### src/rtl/hs_mezz_pkg.sv
// ---------------------------------------------------------------------------
// hs_mezz_pkg
// Shared definitions for the high-speed mezzanine pattern generator:
//   - mode codes for a channel (OFF, STATIC, WALK, COUNT, PRBS)
//   - PRBS seed and Galois tap mask (x^16 + x^14 + x^13 + x^11 + 1)
//   - channel count / channel width limits
//   - helpers to decode a raw mode code and to advance the PRBS register
// ---------------------------------------------------------------------------
package hs_mezz_pkg;

  localparam int MAX_CH   = 16;
  localparam int MAX_CH_W = 16;
  localparam int STATE_W  = 16;

  typedef enum logic [2:0] {
    MODE_OFF    = 3'd0,
    MODE_STATIC = 3'd1,
    MODE_WALK   = 3'd2,
    MODE_COUNT  = 3'd3,
    MODE_PRBS   = 3'd4
  } mode_e;

  localparam logic [STATE_W-1:0] PRBS_SEED = 16'hACE1;
  localparam logic [STATE_W-1:0] PRBS_TAPS = 16'hB400;

  // Codes 5..7 are not defined and behave exactly like OFF.
  function automatic mode_e decode_mode(input logic [2:0] code);
    mode_e m;
    case (code)
      3'd1:    m = MODE_STATIC;
      3'd2:    m = MODE_WALK;
      3'd3:    m = MODE_COUNT;
      3'd4:    m = MODE_PRBS;
      default: m = MODE_OFF;
    endcase
    return m;
  endfunction

  // Right-shifting Galois LFSR: the bit shifted out of bit 0 folds the
  // tap mask back into the register.
  function automatic logic [STATE_W-1:0] prbs_next(input logic [STATE_W-1:0] s);
    logic [STATE_W-1:0] r;
    r = s >> 1;
    if (s[0]) begin
      r = r ^ PRBS_TAPS;
    end
    return r;
  endfunction

endpackage

### src/rtl/hs_mezz_pattern_ch.sv
// ---------------------------------------------------------------------------
// hs_mezz_pattern_ch
// One pattern channel: mode/div/cnt/state registers, step divider and the
// per-mode state advance.
//
// Ports:
//   clk, rst   - system clock, asynchronous active-high reset
//   en         - run enable; low freezes cnt and state
//   we         - configuration write aimed at this channel
//   cfg_mode   - raw mode code (5..7 decode to OFF)
//   cfg_value  - STATIC value / COUNT start value
//   cfg_div    - step period minus one
//   pat_out    - registered low CH_W bits of the channel state
//   tick       - high in the cycle whose closing edge advances the state
//
// Handshake: 'we' is a one-cycle strobe with no ready; every strobe is
// taken on the edge where it is high and it overrides any step that
// would have happened on that edge.
//
// pat_out is a plain copy of the state delayed by one register, so a new
// state (loaded or stepped) reaches the pin one edge after it is formed.
// ---------------------------------------------------------------------------
module hs_mezz_pattern_ch
  import hs_mezz_pkg::*;
#(
  parameter int CH_W  = 8,
  parameter int DIV_W = 16
) (
  input  logic             clk,
  input  logic             rst,
  input  logic             en,
  input  logic             we,
  input  logic [2:0]       cfg_mode,
  input  logic [CH_W-1:0]  cfg_value,
  input  logic [DIV_W-1:0] cfg_div,
  output logic [CH_W-1:0]  pat_out,
  output logic             tick
);

  mode_e              mode_q, mode_d;
  logic [DIV_W-1:0]   div_q, div_d;
  logic [DIV_W-1:0]   cnt_q, cnt_d;
  logic [STATE_W-1:0] state_q, state_d;
  logic [CH_W-1:0]    pat_q, pat_d;
  logic               step;

  // Initial state loaded by a configuration write.
  function automatic logic [STATE_W-1:0] load_state(input mode_e m,
                                                    input logic [CH_W-1:0] v);
    logic [STATE_W-1:0] r;
    r = '0;
    case (m)
      MODE_STATIC,
      MODE_COUNT: r[CH_W-1:0] = v;
      MODE_WALK:  r = 16'd1;
      MODE_PRBS:  r = PRBS_SEED;
      default:    r = '0;
    endcase
    return r;
  endfunction

  // One step of the pattern. WALK and COUNT live in the low CH_W bits only;
  // PRBS uses the full 16-bit register and shows its low bits.
  function automatic logic [STATE_W-1:0] advance(input mode_e m,
                                                 input logic [STATE_W-1:0] s);
    logic [CH_W-1:0]    lo;
    logic [STATE_W-1:0] r;
    lo = s[CH_W-1:0];
    r  = s;
    case (m)
      MODE_WALK: begin
        r = '0;
        r[CH_W-1:0] = (lo << 1) | (lo >> (CH_W - 1));
      end
      MODE_COUNT: begin
        r = '0;
        r[CH_W-1:0] = lo + CH_W'(1);
      end
      MODE_PRBS: r = prbs_next(s);
      default:   r = s;
    endcase
    return r;
  endfunction

  always_comb begin
    mode_d  = mode_q;
    div_d   = div_q;
    cnt_d   = cnt_q;
    state_d = state_q;
    step    = 1'b0;
    if (we) begin
      mode_d  = decode_mode(cfg_mode);
      div_d   = cfg_div;
      cnt_d   = '0;
      state_d = load_state(decode_mode(cfg_mode), cfg_value);
    end else if (en) begin
      if (cnt_q == div_q) begin
        cnt_d   = '0;
        step    = 1'b1;
        state_d = advance(mode_q, state_q);
      end else begin
        cnt_d = cnt_q + DIV_W'(1);
      end
    end
    pat_d = state_q[CH_W-1:0];
  end

  always_ff @(posedge clk or posedge rst) begin
    if (rst) begin
      mode_q  <= MODE_OFF;
      div_q   <= '0;
      cnt_q   <= '0;
      state_q <= '0;
      pat_q   <= '0;
    end else begin
      mode_q  <= mode_d;
      div_q   <= div_d;
      cnt_q   <= cnt_d;
      state_q <= state_d;
      pat_q   <= pat_d;
    end
  end

  // cnt==div is true while reset holds the registers at zero, so the
  // combinational tick is masked by rst to keep it low during reset.
  assign tick    = step & ~rst;
  assign pat_out = pat_q;

endmodule

### src/rtl/hs_mezz_pattern_gen.sv
// ---------------------------------------------------------------------------
// hs_mezz_pattern_gen
// Per-lane bring-up pattern generator for the Ultra96v2 high-speed mezzanine
// outputs. NUM_CH independent channels of CH_W bits, each with its own mode
// (OFF/STATIC/WALK/COUNT/PRBS) and step divider.
//
// Ports:
//   clk, rst   - system clock, asynchronous active-high reset
//   en         - global run enable; low freezes every channel
//   cfg_we     - configuration write strobe (one cycle, always accepted)
//   cfg_ch     - target channel index
//   cfg_mode   - mode code, cfg_value - STATIC/COUNT value,
//   cfg_div    - step period minus one
//   cfg_err    - registered one-cycle pulse after a write to cfg_ch>=NUM_CH
//   pat_out    - channel i at bits [i*CH_W +: CH_W]
//   tick       - per-channel step pulse
//
// Handshake: cfg_we has no ready; a strobe to a valid channel is consumed on
// the edge it is sampled, a strobe to an invalid channel changes nothing
// except raising cfg_err for the following cycle.
// ---------------------------------------------------------------------------
module hs_mezz_pattern_gen
  import hs_mezz_pkg::*;
#(
  parameter int NUM_CH = 6,
  parameter int CH_W   = 8,
  parameter int DIV_W  = 16
) (
  input  logic                   clk,
  input  logic                   rst,
  input  logic                   en,
  input  logic                   cfg_we,
  input  logic [3:0]             cfg_ch,
  input  logic [2:0]             cfg_mode,
  input  logic [CH_W-1:0]        cfg_value,
  input  logic [DIV_W-1:0]       cfg_div,
  output logic                   cfg_err,
  output logic [NUM_CH*CH_W-1:0] pat_out,
  output logic [NUM_CH-1:0]      tick
);

  logic              ch_bad;
  logic [NUM_CH-1:0] ch_we;
  logic              cfg_err_q, cfg_err_d;

  always_comb begin
    // Compare one bit wider so NUM_CH=16 is representable.
    ch_bad    = ({1'b0, cfg_ch} >= 5'(NUM_CH));
    cfg_err_d = cfg_we & ch_bad;
    ch_we     = '0;
    for (int i = 0; i < NUM_CH; i++) begin
      ch_we[i] = cfg_we & (cfg_ch == 4'(i));
    end
  end

  always_ff @(posedge clk or posedge rst) begin
    if (rst) begin
      cfg_err_q <= 1'b0;
    end else begin
      cfg_err_q <= cfg_err_d;
    end
  end

  assign cfg_err = cfg_err_q;

  for (genvar g = 0; g < NUM_CH; g++) begin : g_ch
    hs_mezz_pattern_ch #(
      .CH_W  (CH_W),
      .DIV_W (DIV_W)
    ) u_ch (
      .clk       (clk),
      .rst       (rst),
      .en        (en),
      .we        (ch_we[g]),
      .cfg_mode  (cfg_mode),
      .cfg_value (cfg_value),
      .cfg_div   (cfg_div),
      .pat_out   (pat_out[g*CH_W +: CH_W]),
      .tick      (tick[g])
    );
  end

endmodule

### config.mk
export PLATFORM = sky130hd
export DESIGN_NAME = hs_mezz_pattern_gen
export DESIGN_NICKNAME = d
export VERILOG_FILES = /design/src/rtl/hs_mezz_pkg.sv /design/src/rtl/hs_mezz_pattern_ch.sv /design/src/rtl/hs_mezz_pattern_gen.sv
export SDC_FILE = /design/constraint.sdc
export NUM_CORES = 1
export LEC_CHECK = 0
export ABC_AREA = 1
export CELL_PAD_IN_SITES_DETAIL_PLACEMENT = 0
export CELL_PAD_IN_SITES_GLOBAL_PLACEMENT = 1
export CORE_MARGIN = 1.5
export CORE_UTILIZATION = 45
export CTS_CLUSTER_SIZE = 10
export DETAILED_ROUTE_END_ITERATION = 10
export GPL_TIMING_DRIVEN = 0
export PLACE_DENSITY = 0.88
export SYNTH_ARGS = -nofsm -noshare
export SYNTH_HDL_FRONTEND = slang
export SYNTH_HIERARCHICAL = 1
export SYNTH_SLANG_ARGS = --single-unit
### constraint.sdc
create_clock -name clk -period 2.4 [get_ports clk]
set_clock_uncertainty 0.15 [all_clocks]
set_input_delay 0.36 -clock clk [delete_from_list [all_inputs] [get_ports clk]]
set_output_delay 0.36 -clock clk [all_outputs]
set_load 0.01 [all_outputs]
==> metrics.log, run 1 <==
[metrics] highest attainable clock frequency: 391 MHz
[metrics] Power Dens Cells: between 700 and 800 nW/um^2
[metrics] Die Outline Area: between 40000 and 50000 um^2
[metrics] core region area: 42300 um^2
[metrics] CP required: 1890 ps
[metrics] initial antenna violation count: 0
[metrics] Max-cap violations: 0
[metrics] worst-case headroom to the max-slew limit: 0.998%
[metrics] WL met2: 24900 um
[metrics] Post-Syn Area: approximately 20000 um^2
[metrics] Port Buffer Count: 89
[metrics] largest fanout on the critical path: 4
[metrics] Rows: 75
[metrics] Initial DRT Pass Iterations: 5
[metrics] element type at the critical path end: primary output
[metrics] starting density of the core: between 40 and 50%
[metrics] minimum clock period: 2560 ps
[metrics] total clock buffers created by CTS: 43
[metrics] overflow left after global routing: 0
[metrics] async set-or-reset flop fraction in the synthesized netlist: 100%
[metrics] clock tree from TritonCTS: yes
[metrics] Yosys warning count: 6
[metrics] leakage power figure: 0.0121 uW
[metrics] Worst Hold Class: in2reg
[metrics] sum of negative setup slack: -575 ps
[metrics] maximum number of pins on one net before global-route repair: 44
[metrics] Final #Nets: 2986
[metrics] length in cells of the worst reg-to-reg path: 13
[metrics] global-route wire length before repair: about 93000 um
[metrics] cell taking the most area after synthesis: dfrtp_1
[metrics] share of cells above drive strength 1: 12.8%
[metrics] aggregate routed wire length: 57700 um
[metrics] post-synthesis sequential area ratio: 45.7%
[metrics] final number of max-transition violations: 0
[metrics] total power: around 17000 uW
[metrics] nature of the critical path startpoint: register
[metrics] flops & latches, synth: 355
[metrics] cell depth of the worst min-delay path: 5
[metrics] I/O Pins: 90
[metrics] Post-CTS Hold Fix Bufs: 0
[metrics] routed metal-1 wire length: 26600 um
[metrics] clock network latency to the later pin of the worst-skew pair: around 570 ps
[metrics] antenna viol nets, final: 0
[metrics] area added between synthesis and finish: 20.6%
[metrics] Final Hold Violating Endpoints: 0
[metrics] routed wire length on met3: 3920 um
[metrics] detailed-route via count: 18400
[metrics] sink count of the clock tree: 355
[metrics] die span in y: about 210 um
[metrics] Detail Placement HPWL: 38600 um
[metrics] final setup violating endpoints: 6
[metrics] cell types occupying the most area after synthesis: dfrtp_1 (46%), nand2_1 (20%), inv_1 (5.9%), nand3_1 (5.8%), nor2_1 (5.0%)
[metrics] routed via count divided by cell count: 5.21
[metrics] pin slew with the least headroom to its limit: ~1500 ps
[metrics] top layer reached by signal wires: met4
[metrics] htree depth: 2
[metrics] final estimated routing congestion in global placement: about 0.89
[metrics] kind of critical path: reg2out
[metrics] primary flip-flop cell chosen by synthesis mapping: dfrtp_1
[metrics] number of synthesized flops with an enable pin: 0
[metrics] violated checks: setup timing
[metrics] result of the run: complete, but fails checks
[metrics] Post-Synthesis Net Count: between 2000 and 3000
[metrics] fraction of the cycle the final worst path needs: 107%
[metrics] worst-case setup slack after placement: -1320 ps
[metrics] post-synthesis cell type count: 35
[metrics] PnR worst setup slack: -156 ps
[metrics] synthesized area per cell: roughly 7.2 um^2
[metrics] via count of the first global-routing pass: 17500
[metrics] ant diodes: 0
[metrics] peak supply drop: 0.547 mV
[metrics] die width: about 210 um
[metrics] RSZ-0062 raised after global routing: yes
[metrics] count of routing violations after the opening detailed-route iteration: 1468
[metrics] detailed-route wire length per cell: 16.4 um
[metrics] Clock transition at path regs: 60 ps
[metrics] root buffer cell: clkbuf_16
[metrics] DRC viols: 0
[metrics] Clock Tree Buf Depth: 3
[metrics] fraction of post-synthesis cell area in the top cell type by area: 45.7%
[metrics] CP arrival: 2050 ps
[metrics] gate count of the mapped netlist: 2703
[metrics] Total GRT Usage: 26.6%
where the power goes:
part	switching, uW	internal, uW
clock	2450	3420
combinational	2440	1570
sequential	665	6860
total	5560	11900
path summary, 6_finish.rpt:
kind / end / slack (ps) / start
min in group asynchronous: cfg_err / 240 / rst
max in group asynchronous: g_ch[1].u_ch/cnt_q[10] / 760 / rst
worst min-delay path: g_ch[1].u_ch/state_q[14] / 30 / en
worst min register to register: g_ch[1].u_ch/pat_out[0] / 250 / g_ch[1].u_ch/state_q[0]
worst max register to register: g_ch[3].u_ch/state_q[6] / 320 / g_ch[3].u_ch/cnt_q[14]
worst max-delay path: tick[1] / -160 / g_ch[1].u_ch/cnt_q[7]
synthesized netlist by cell type (13+ instances only):
library cell	count
inv_2	16
dfrtp_1	355
buf_2	35
nand4_1	16
nand2_1	1016
nor2_1	260
o211ai_1	13
o31ai_1	18
nand3_1	225
clkbuf_1	36
o21ai_0	144
inv_1	305
o22ai_1	26
nor3_1	22
a21oi_1	36
xnor2_1	17
xor2_1	61
sequential cells by signal (all words and copies together), names as in the netlist:
signal / count
g_ch.u_ch/cnt_q: 96
cfg_err: 1
g_ch.u_ch/div_q: 96
g_ch.u_ch/state_q: 96
g_ch.u_ch/pat_out: 48
g_ch.u_ch/mode_q: 18
cells by family after synthesis:
kind of cell / after synthesis / synth area share, %
adders and majority gates: 12 / 0.772
and+or+nand+nor: 1599 / 34.3
buffers and inverters: 405 / 8.46
DFF: 355 / 45.7
xor gates and xnor gates: 78 / 3.51
AOI/OAI and AO/OA: 254 / 7.29
layout by cell type (no fill, tap or decap), types with 7 or more instances in the layout:
cell	netlist	final
xor2_1	61	61
dfrtp_1	355	345
o31ai_1	18	18
or2_2	12	12
nor2_1	260	237
dfrtp_2	0	10
nor2_4	1	13
a21oi_1	36	36
nand2_4	6	11
clkbuf_4	0	7
o21ai_0	144	144
clkdlybuf4s50_1	0	78
nand2_1	1016	993
buf_4	0	100
nand4_1	16	16
clkbuf_16	0	43
o22ai_1	26	26
ha_1	12	12
buf_6	11	12
nand3_1	225	223
nand2_2	1	19
clkbuf_1	36	36
xnor2_1	17	17
buf_2	35	36
inv_2	16	53
o211ai_1	13	13
inv_1	305	268
nor2_2	12	23
nor3_1	22	21
worst max-delay path, cell delays in order (launching register included):
cell and delay (ps):
dfrtp_1 420, xor2_1 160, nor2_2 170, nand2_2 90
nor2_4 140, nand2_4 80, nor4_1 250, buf_2 190
repair_timing:
item	4_1_cts	5_1_grt
gates resized for setup	86	79
pin swaps	46	39
buffers inserted	64	36
endpoints found under the setup margin	6	63
gates cloned	0	0
through the flow:
step	cell area [um^2]	util (%)	std cells	hold slack [ps]
floorplan	19500	-	2703	-61.3
detailed placement	21200	50.1	3376	242
finish	23500	55.4	3530	34.5
CTS	23000	54.4	3494	21.9
global route	23500	55.4	3530	50.9
global placement	21100	49.8	3369	236
per-layer routing:
layer	vias to the layer above	GRT usage (%)
li1	8939	-
met1	8756	37.8
met2	561	40.1
met3	119	4.82
met4	0	11.0
met5	-	0
area by class of cell:
class,instances,area [um^2]
inverters,322,1210
clock inverters,4,48.8
well taps,577,722
multi-input cells,1943,9230
fillers,4016,18900
repair buffers,196,1750
flip-flops and latches,355,8900
plain buffers,78,448
clock buffers,55,1150
(Power assumes the default switching activity.)
==> run 2, diff against run 1 <==
--- a/config.mk
+++ b/config.mk
@@ -9,11 +9,11 @@
 export CELL_PAD_IN_SITES_DETAIL_PLACEMENT = 0
 export CELL_PAD_IN_SITES_GLOBAL_PLACEMENT = 1
 export CORE_MARGIN = 1.5
-export CORE_UTILIZATION = 45
+export CORE_UTILIZATION = 41
 export CTS_CLUSTER_SIZE = 10
 export DETAILED_ROUTE_END_ITERATION = 10
 export GPL_TIMING_DRIVEN = 0
-export PLACE_DENSITY = 0.88
+export PLACE_DENSITY = 0.84
 export SYNTH_ARGS = -nofsm -noshare
 export SYNTH_HDL_FRONTEND = slang
 export SYNTH_HIERARCHICAL = 1
==> constraint.sdc (replaced) <==
create_clock -name clk -period 2.3 [get_ports clk]
set_clock_uncertainty 0.15 [all_clocks]
set_input_delay 0.345 -clock clk [delete_from_list [all_inputs] [get_ports clk]]
set_output_delay 0.345 -clock clk [all_outputs]
set_load 0.01 [all_outputs]
==> metrics.log, run 2 (synthesis results as in run 1) <==
[metrics] largest registers in the final layout: g_ch.u_ch/cnt_q x96, g_ch.u_ch/div_q x96, g_ch.u_ch/state_q x96
[metrics] count of routing violations after the opening detailed-route iteration: 1263
[metrics] total clock buffers created by CTS: 43
[metrics] nature of the critical path startpoint: register
[metrics] worst-case headroom to the max-slew limit: 0.679%
[metrics] root buffer cell: clkbuf_16
[metrics] most common library cell in the layout ignoring fill and taps: nand2_1
[metrics] largest fanout on the critical path: 6
[metrics] core region area: roughly 47000 um^2
[metrics] final number of max-transition violations: 0
[metrics] endpoint of the worst-slack reg-to-reg timing path: g_ch[1].u_ch/cnt_q[8]
[metrics] final setup violating endpoints: 6
[metrics] startpoint of the worst register-to-register path: g_ch[1].u_ch/cnt_q[8]
[metrics] Detail Placement HPWL: 39000 um
[metrics] Post-CTS Hold Fix Bufs: 0
[metrics] area added between synthesis and finish: 21.9%
[metrics] Util after Layout: 50.8%
[metrics] Port Buffer Count: 89
[metrics] CP arrival: 1990 ps
[metrics] Initial DRT Pass Iterations: 8
[metrics] sum of negative setup slack: -895 ps
[metrics] Clock transition at path regs: 60 ps
[metrics] fraction of the cycle the final worst path needs: 108%
[metrics] pin slew with the least headroom to its limit: 1490 ps
[metrics] timing startpoint of the critical path: g_ch[5].u_ch/cnt_q[13]
[metrics] length in cells of the worst reg-to-reg path: 16
[metrics] ant diodes: 0
[metrics] Die Outline Area: roughly 49000 um^2
[metrics] I/O Pins: 90
[metrics] final estimated routing congestion in global placement: 0.860
[metrics] peak supply drop: between 0.5 and 0.6 mV
[metrics] leakage power figure: 0.0122 uW
[metrics] htree depth: 2
[metrics] worst setup path end: tick[5]
[metrics] Clock Tree Buf Depth: 3
[metrics] Final #Nets: 2999
[metrics] minimum clock period: 2490 ps
[metrics] die width: 221 um
[metrics] detailed-route wire length per cell: roughly 16 um
[metrics] CP required: 1800 ps
[metrics] detailed-route via count: ~18000
[metrics] die span in y: 221 um
[metrics] Worst Hold Class: in2reg
[metrics] # placed instances: 3406
[metrics] starting density of the core: 41.7%
[metrics] maximum number of pins on one net before global-route repair: between 40 and 50
[metrics] most frequent cells in the layout: nand2_1 (995), dfrtp_1 (346), inv_1 (273)
[metrics] RSZ-0062 raised after global routing: yes
[metrics] PnR worst setup slack: -188 ps
[metrics] area of all placed cells without fillers: 23700 um^2
[metrics] element type at the critical path end: primary output
[metrics] highest attainable clock frequency: 402 MHz
[metrics] Max-cap violations: 0
[metrics] global-route wire length before repair: 93400 um
[metrics] DRC viols: 6
[metrics] share of cells above drive strength 1: about an eighth
[metrics] worst-case setup slack after placement: -1450 ps
[metrics] clock tree from TritonCTS: yes
[metrics] fillcell total: 4486
[metrics] Layout Cells excl Fill: about 3600
[metrics] violated checks: DRC, setup timing
[metrics] placed cell area: around 21000 um^2
[metrics] result of the run: complete, but fails checks
[metrics] clock network latency to the later pin of the worst-skew pair: about 570 ps
[metrics] routed via count divided by cell count: 5.11
[metrics] flop2flop setup slack: 130 ps
[metrics] Power Dens Cells: 773 nW/um^2
[metrics] initial antenna violation count: 0
[metrics] kind of critical path: reg2out
[metrics] antenna viol nets, final: 0
[metrics] cell depth of the worst min-delay path: 3
[metrics] aggregate routed wire length: ~58000 um
[metrics] Total GRT Usage: between 20% and 30%
[metrics] Final Hold Violating Endpoints: 0
[metrics] overflow left after global routing: 0
[metrics] Rows: between 70 and 80
[metrics] sink count of the clock tree: 355
[metrics] via count of the first global-routing pass: 17400
-- run 2: cell types whose count changed in the layout (fill, tap and decap cells not counted), sizes merged --
cell,previous run,this run
clkbuf,91,92
dlygate4sd2,3,2
dlymetal6s2s,1,3
inv,322,321
clkinv,3,2
clkdlybuf4s50,78,77
buf,156,171
-- run 2: routing by layer --
metal / track usage [%] / vias up / wire length [um] / share of wire, %
met5: 0 / - / 0 / 0
met4: 9.19 / 0 / 2190 / 3.8
met3: 4.08 / 116 / 3770 / 6.5
met2: 38.1 / 531 / 26100 / 45
met1: 32.4 / 8641 / 25900 / 45
li1: - / 8958 / - / -
-- run 2: power by group --
group	internal, uW	switching (uW)	total, uW
clock	3760	2580	6350
sequential	7160	687	7850
combinational	1640	2500	4150
total	12600	5780	18300
-- run 2: cell type report --
type,instances,area [um^2],area share [%]
plain buffers,80,474,2.00
flip-flops and latches,355,8890,37.5
clock inverters,2,35.0,0.148
multi-input cells,1943,9230,38.9
well taps,607,759,3.20
inverters,322,1210,5.10
repair buffers,207,1880,7.93
clock buffers,58,1220,5.17
-- run 2: worst max-delay path, cell delays in order (launching register included) --
cell and delay [ps]:
dfrtp_1 430, inv_1 70, nand2_1 60, nand2_1 40, nor2_1 70, nand2_1 110
nor2_4 160, nand3_4 110, nor3_2 180, buf_2 190
-- run 2: how the worst min path moves through the flow --
stage	end	slack (ps)	from
after CTS	cfg_err	120	cfg_ch[1]
after global placement	g_ch[1].u_ch/pat_out[0]	260	g_ch[1].u_ch/state_q[0]
after floorplan	cfg_err	-80	rst
final	cfg_err	40	cfg_ch[2]
after global routing	cfg_err	30	cfg_ch[2]
after detailed placement	g_ch[4].u_ch/pat_out[4]	260	g_ch[4].u_ch/state_q[4]
-- run 2: repair_timing --
action	4_1_cts	5_1_grt
pin swaps	45	36
resized for setup	120	56
endpoints found under the setup margin	20	84
setup buffers	75	39
-- run 2: through the flow --
stage / total power (uW) / hold WS (ps)
final: 18300 / 43.1
after global routing: 19400 / 26.5
after CTS: 18300 / 124
after detailed placement: 11400 / 262
after global placement: 11200 / 258
after floorplan: 10300 / -76.3
==> run 3, diff against run 2 <==
--- a/config.mk
+++ b/config.mk
@@ -9,11 +9,11 @@
 export CELL_PAD_IN_SITES_DETAIL_PLACEMENT = 0
 export CELL_PAD_IN_SITES_GLOBAL_PLACEMENT = 1
 export CORE_MARGIN = 1.5
-export CORE_UTILIZATION = 41
+export CORE_UTILIZATION = 45
 export CTS_CLUSTER_SIZE = 10
 export DETAILED_ROUTE_END_ITERATION = 10
 export GPL_TIMING_DRIVEN = 0
-export PLACE_DENSITY = 0.84
+export PLACE_DENSITY = 0.88
 export SYNTH_ARGS = -nofsm -noshare
 export SYNTH_HDL_FRONTEND = slang
 export SYNTH_HIERARCHICAL = 1
==> constraint.sdc (replaced) <==
create_clock -name clk -period 2.66 [get_ports clk]
set_clock_uncertainty 0.15 [all_clocks]
set_input_delay 0.399 -clock clk [delete_from_list [all_inputs] [get_ports clk]]
set_output_delay 0.399 -clock clk [all_outputs]
set_load 0.01 [all_outputs]
==> metrics.log, run 3 (synthesis results as in run 1) <==
[metrics] result of the run: completed
[metrics] largest registers in the final layout: g_ch.u_ch/cnt_q x96, g_ch.u_ch/div_q x96, g_ch.u_ch/state_q x96
[metrics] maximum number of pins on one net before global-route repair: 44
[metrics] Clock transition at path regs: about 50 ps
[metrics] highest attainable clock frequency: 377 MHz
[metrics] clock tree from TritonCTS: yes
[metrics] initial antenna violation count: 0
[metrics] # placed instances: between 3000 and 4000
[metrics] Die Outline Area: 44500 um^2
[metrics] Power Dens Cells: 671 nW/um^2
[metrics] CP required: 2110 ps
[metrics] die width: roughly 210 um
[metrics] Worst Hold Class: in2reg
[metrics] hold_sp: en
[metrics] Initial DRT Pass Iterations: 5
[metrics] antenna viol nets, final: 0
[metrics] RSZ-0062 raised after global routing: yes
[metrics] endpoint of the worst-slack reg-to-reg timing path: g_ch[3].u_ch/cnt_q[9]
[metrics] worst-case headroom to the max-slew limit: 0.826%
[metrics] largest fanout on the critical path: 4
[metrics] fraction of power consumed by combinational cells: approximately 22%
[metrics] DRC viols: 0
[metrics] fraction of the cycle the final worst path needs: around 100%
[metrics] final setup violating endpoints: 0
[metrics] starting density of the core: 46.0%
[metrics] clock group share of total power: 34.3%
[metrics] global-route wire length before repair: roughly 90000 um
[metrics] startpoint of the worst register-to-register path: g_ch[3].u_ch/cnt_q[2]
[metrics] placed cell area: 21200 um^2
[metrics] ant diodes: 0
[metrics] flop2flop setup slack: between 600 and 700 ps
[metrics] peak supply drop: 0.490 mV
[metrics] routed via count divided by cell count: 5.21
[metrics] die span in y: between 200 and 250 um
[metrics] total clock buffers created by CTS: 43
[metrics] fillcell total: between 4000 and 5000
[metrics] via count of the first global-routing pass: 17200
[metrics] Final Hold Violating Endpoints: 0
[metrics] Util after Layout: 54.4%
[metrics] Clock Tree Buf Depth: 3
[metrics] count of routing violations after the opening detailed-route iteration: 1471
[metrics] switching share of total power: 31.9%
[metrics] core region area: 42300 um^2
[metrics] sink count of the clock tree: 355
[metrics] Total GRT Usage: 26.3%
[metrics] CP arrival: 2100 ps
[metrics] Max-cap violations: 0
[metrics] most common library cell in the layout ignoring fill and taps: nand2_1
[metrics] Post-CTS Hold Fix Bufs: 0
[metrics] sum of negative setup slack: 0 ps
[metrics] nature of the critical path startpoint: register
[metrics] detailed-route via count: between 15000 and 20000
[metrics] most frequent cells in the layout: nand2_1 (1003), dfrtp_1 (347), inv_1 (282)
[metrics] leakage power figure: 0.0118 uW
[metrics] detailed-route wire length per cell: 16.4 um
[metrics] element type at the critical path end: primary output
[metrics] final estimated routing congestion in global placement: a little under 0.9
[metrics] Port Buffer Count: 89
[metrics] hold worst-path end: g_ch[1].u_ch/state_q[14]
[metrics] root buffer cell: clkbuf_16
[metrics] Rows: 75
[metrics] clock network latency to the later pin of the worst-skew pair: roughly 570 ps
[metrics] length in cells of the worst reg-to-reg path: 12
[metrics] sequential power share: 44.1%
[metrics] Final #Nets: 2943
[metrics] minimum clock period: 2650 ps
[metrics] share of cells above drive strength 1: 10.2%
[metrics] cell depth of the worst min-delay path: 5
[metrics] kind of critical path: reg2out
[metrics] overflow left after global routing: 0
[metrics] htree depth: 2
[metrics] Sw Pwr: 4930 uW
[metrics] Layout Cells excl Fill: approximately 3500
[metrics] area added between synthesis and finish: 18.4%
[metrics] Detail Placement HPWL: 38600 um
[metrics] final number of max-transition violations: 0
[metrics] aggregate routed wire length: 57300 um
[metrics] area of all placed cells without fillers: 23000 um^2
[metrics] total internal power: between 10000 and 15000 uW
[metrics] I/O Pins: 90
[metrics] pin slew with the least headroom to its limit: 1490 ps
-- run 3: cell count changes in the layout (fill, tap and decap cells not counted), moves of 6 or more --
| cell | previous run | this run |
|---|---|---|
| nor2_1 | 239 | 247 |
| inv_2 | 48 | 39 |
| buf_4 | 102 | 58 |
| nand2_1 | 995 | 1003 |
| buf_6 | 24 | 11 |
| nor2_2 | 19 | 13 |
| inv_1 | 273 | 282 |
| nand2_2 | 17 | 10 |
-- run 3: what timing repair did --
| action | CTS | global route |
|---|---|---|
| gates resized for setup | 67 | 45 |
| hold endpoints to repair | 0 | 0 |
| buffers inserted | 16 | 41 |
| endpoints found under the setup margin | 6 | 6 |
| pin swaps | 16 | 38 |
| gates cloned | 0 | 0 |
-- run 3: stage by stage --
step                total power, uW  hold slack (ps)  setup slack (ps)
floorplan                      8900            -22.3               655
global placement               9710              236             -1520
detailed placement             9850              242             -1140
CTS                           15300             60.9             -55.8
global route                  16400             89.9              -126
finish                        15500             74.4              7.13
-- run 3: layout make-up --
| cell class | instances | area (um^2) | area share [%] |
|---|---|---|---|
| sequential | 355 | 8890 | 38.6 |
| timing repair buffer | 153 | 1430 | 6.22 |
| multi-input combinational | 1943 | 9150 | 39.7 |
| clock inverter | 4 | 48.8 | 0.212 |
| tap | 577 | 722 | 3.13 |
| buffer | 78 | 432 | 1.87 |
| inverter | 322 | 1210 | 5.25 |
| clock buffer | 55 | 1150 | 5.00 |
-- run 3: per-layer routing --
| layer | up-vias | GRT usage (%) | wire [um] |
|---|---|---|---|
| met4 | 0 | 9.95 | 2110 |
| met1 | 8601 | 37.8 | 26700 |
| met2 | 578 | 39.9 | 24700 |
| met3 | 108 | 4.42 | 3790 |
| met5 | - | 0 | 0 |
| li1 | 8869 | - | - |
-- run 3: power by group through the flow --
stage | registers (uW) | clock network [uW] | logic, uW
floorplan | 6750 | 0 | 2160
global placement | 6870 | 0 | 2840
detailed placement | 6900 | 0 | 2950
CTS | 6800 | 5430 | 3090
global route | 6920 | 5660 | 3800
finish | 6810 | 5300 | 3340
-- run 3: worst max-delay path by stage --
stage | start | slack [ps] | depth (start not counted) | end
floorplan | rst | 650 | 1 | g_ch[0].u_ch/cnt_q[0]
detailed placement | cfg_we | -1140 | 7 | tick[5]
global route | g_ch[1].u_ch/cnt_q[2] | -130 | 7 | tick[1]
finish | g_ch[0].u_ch/cnt_q[6] | 7 | 8 | tick[0]
CTS | g_ch[2].u_ch/div_q[2] | -60 | 7 | tick[2]
global placement | rst | -1520 | 2 | g_ch[0].u_ch/div_q[15]
-- run 3: worst max-delay path, stage by stage (launching register included) --
cell	delay (ps)
dfrtp_1	420
nand2_1	110
nand2_1	70
nor2_2	120
nand2_1	100
nor2_4	140
nand2_4	70
nor4_4	310
buf_2	190
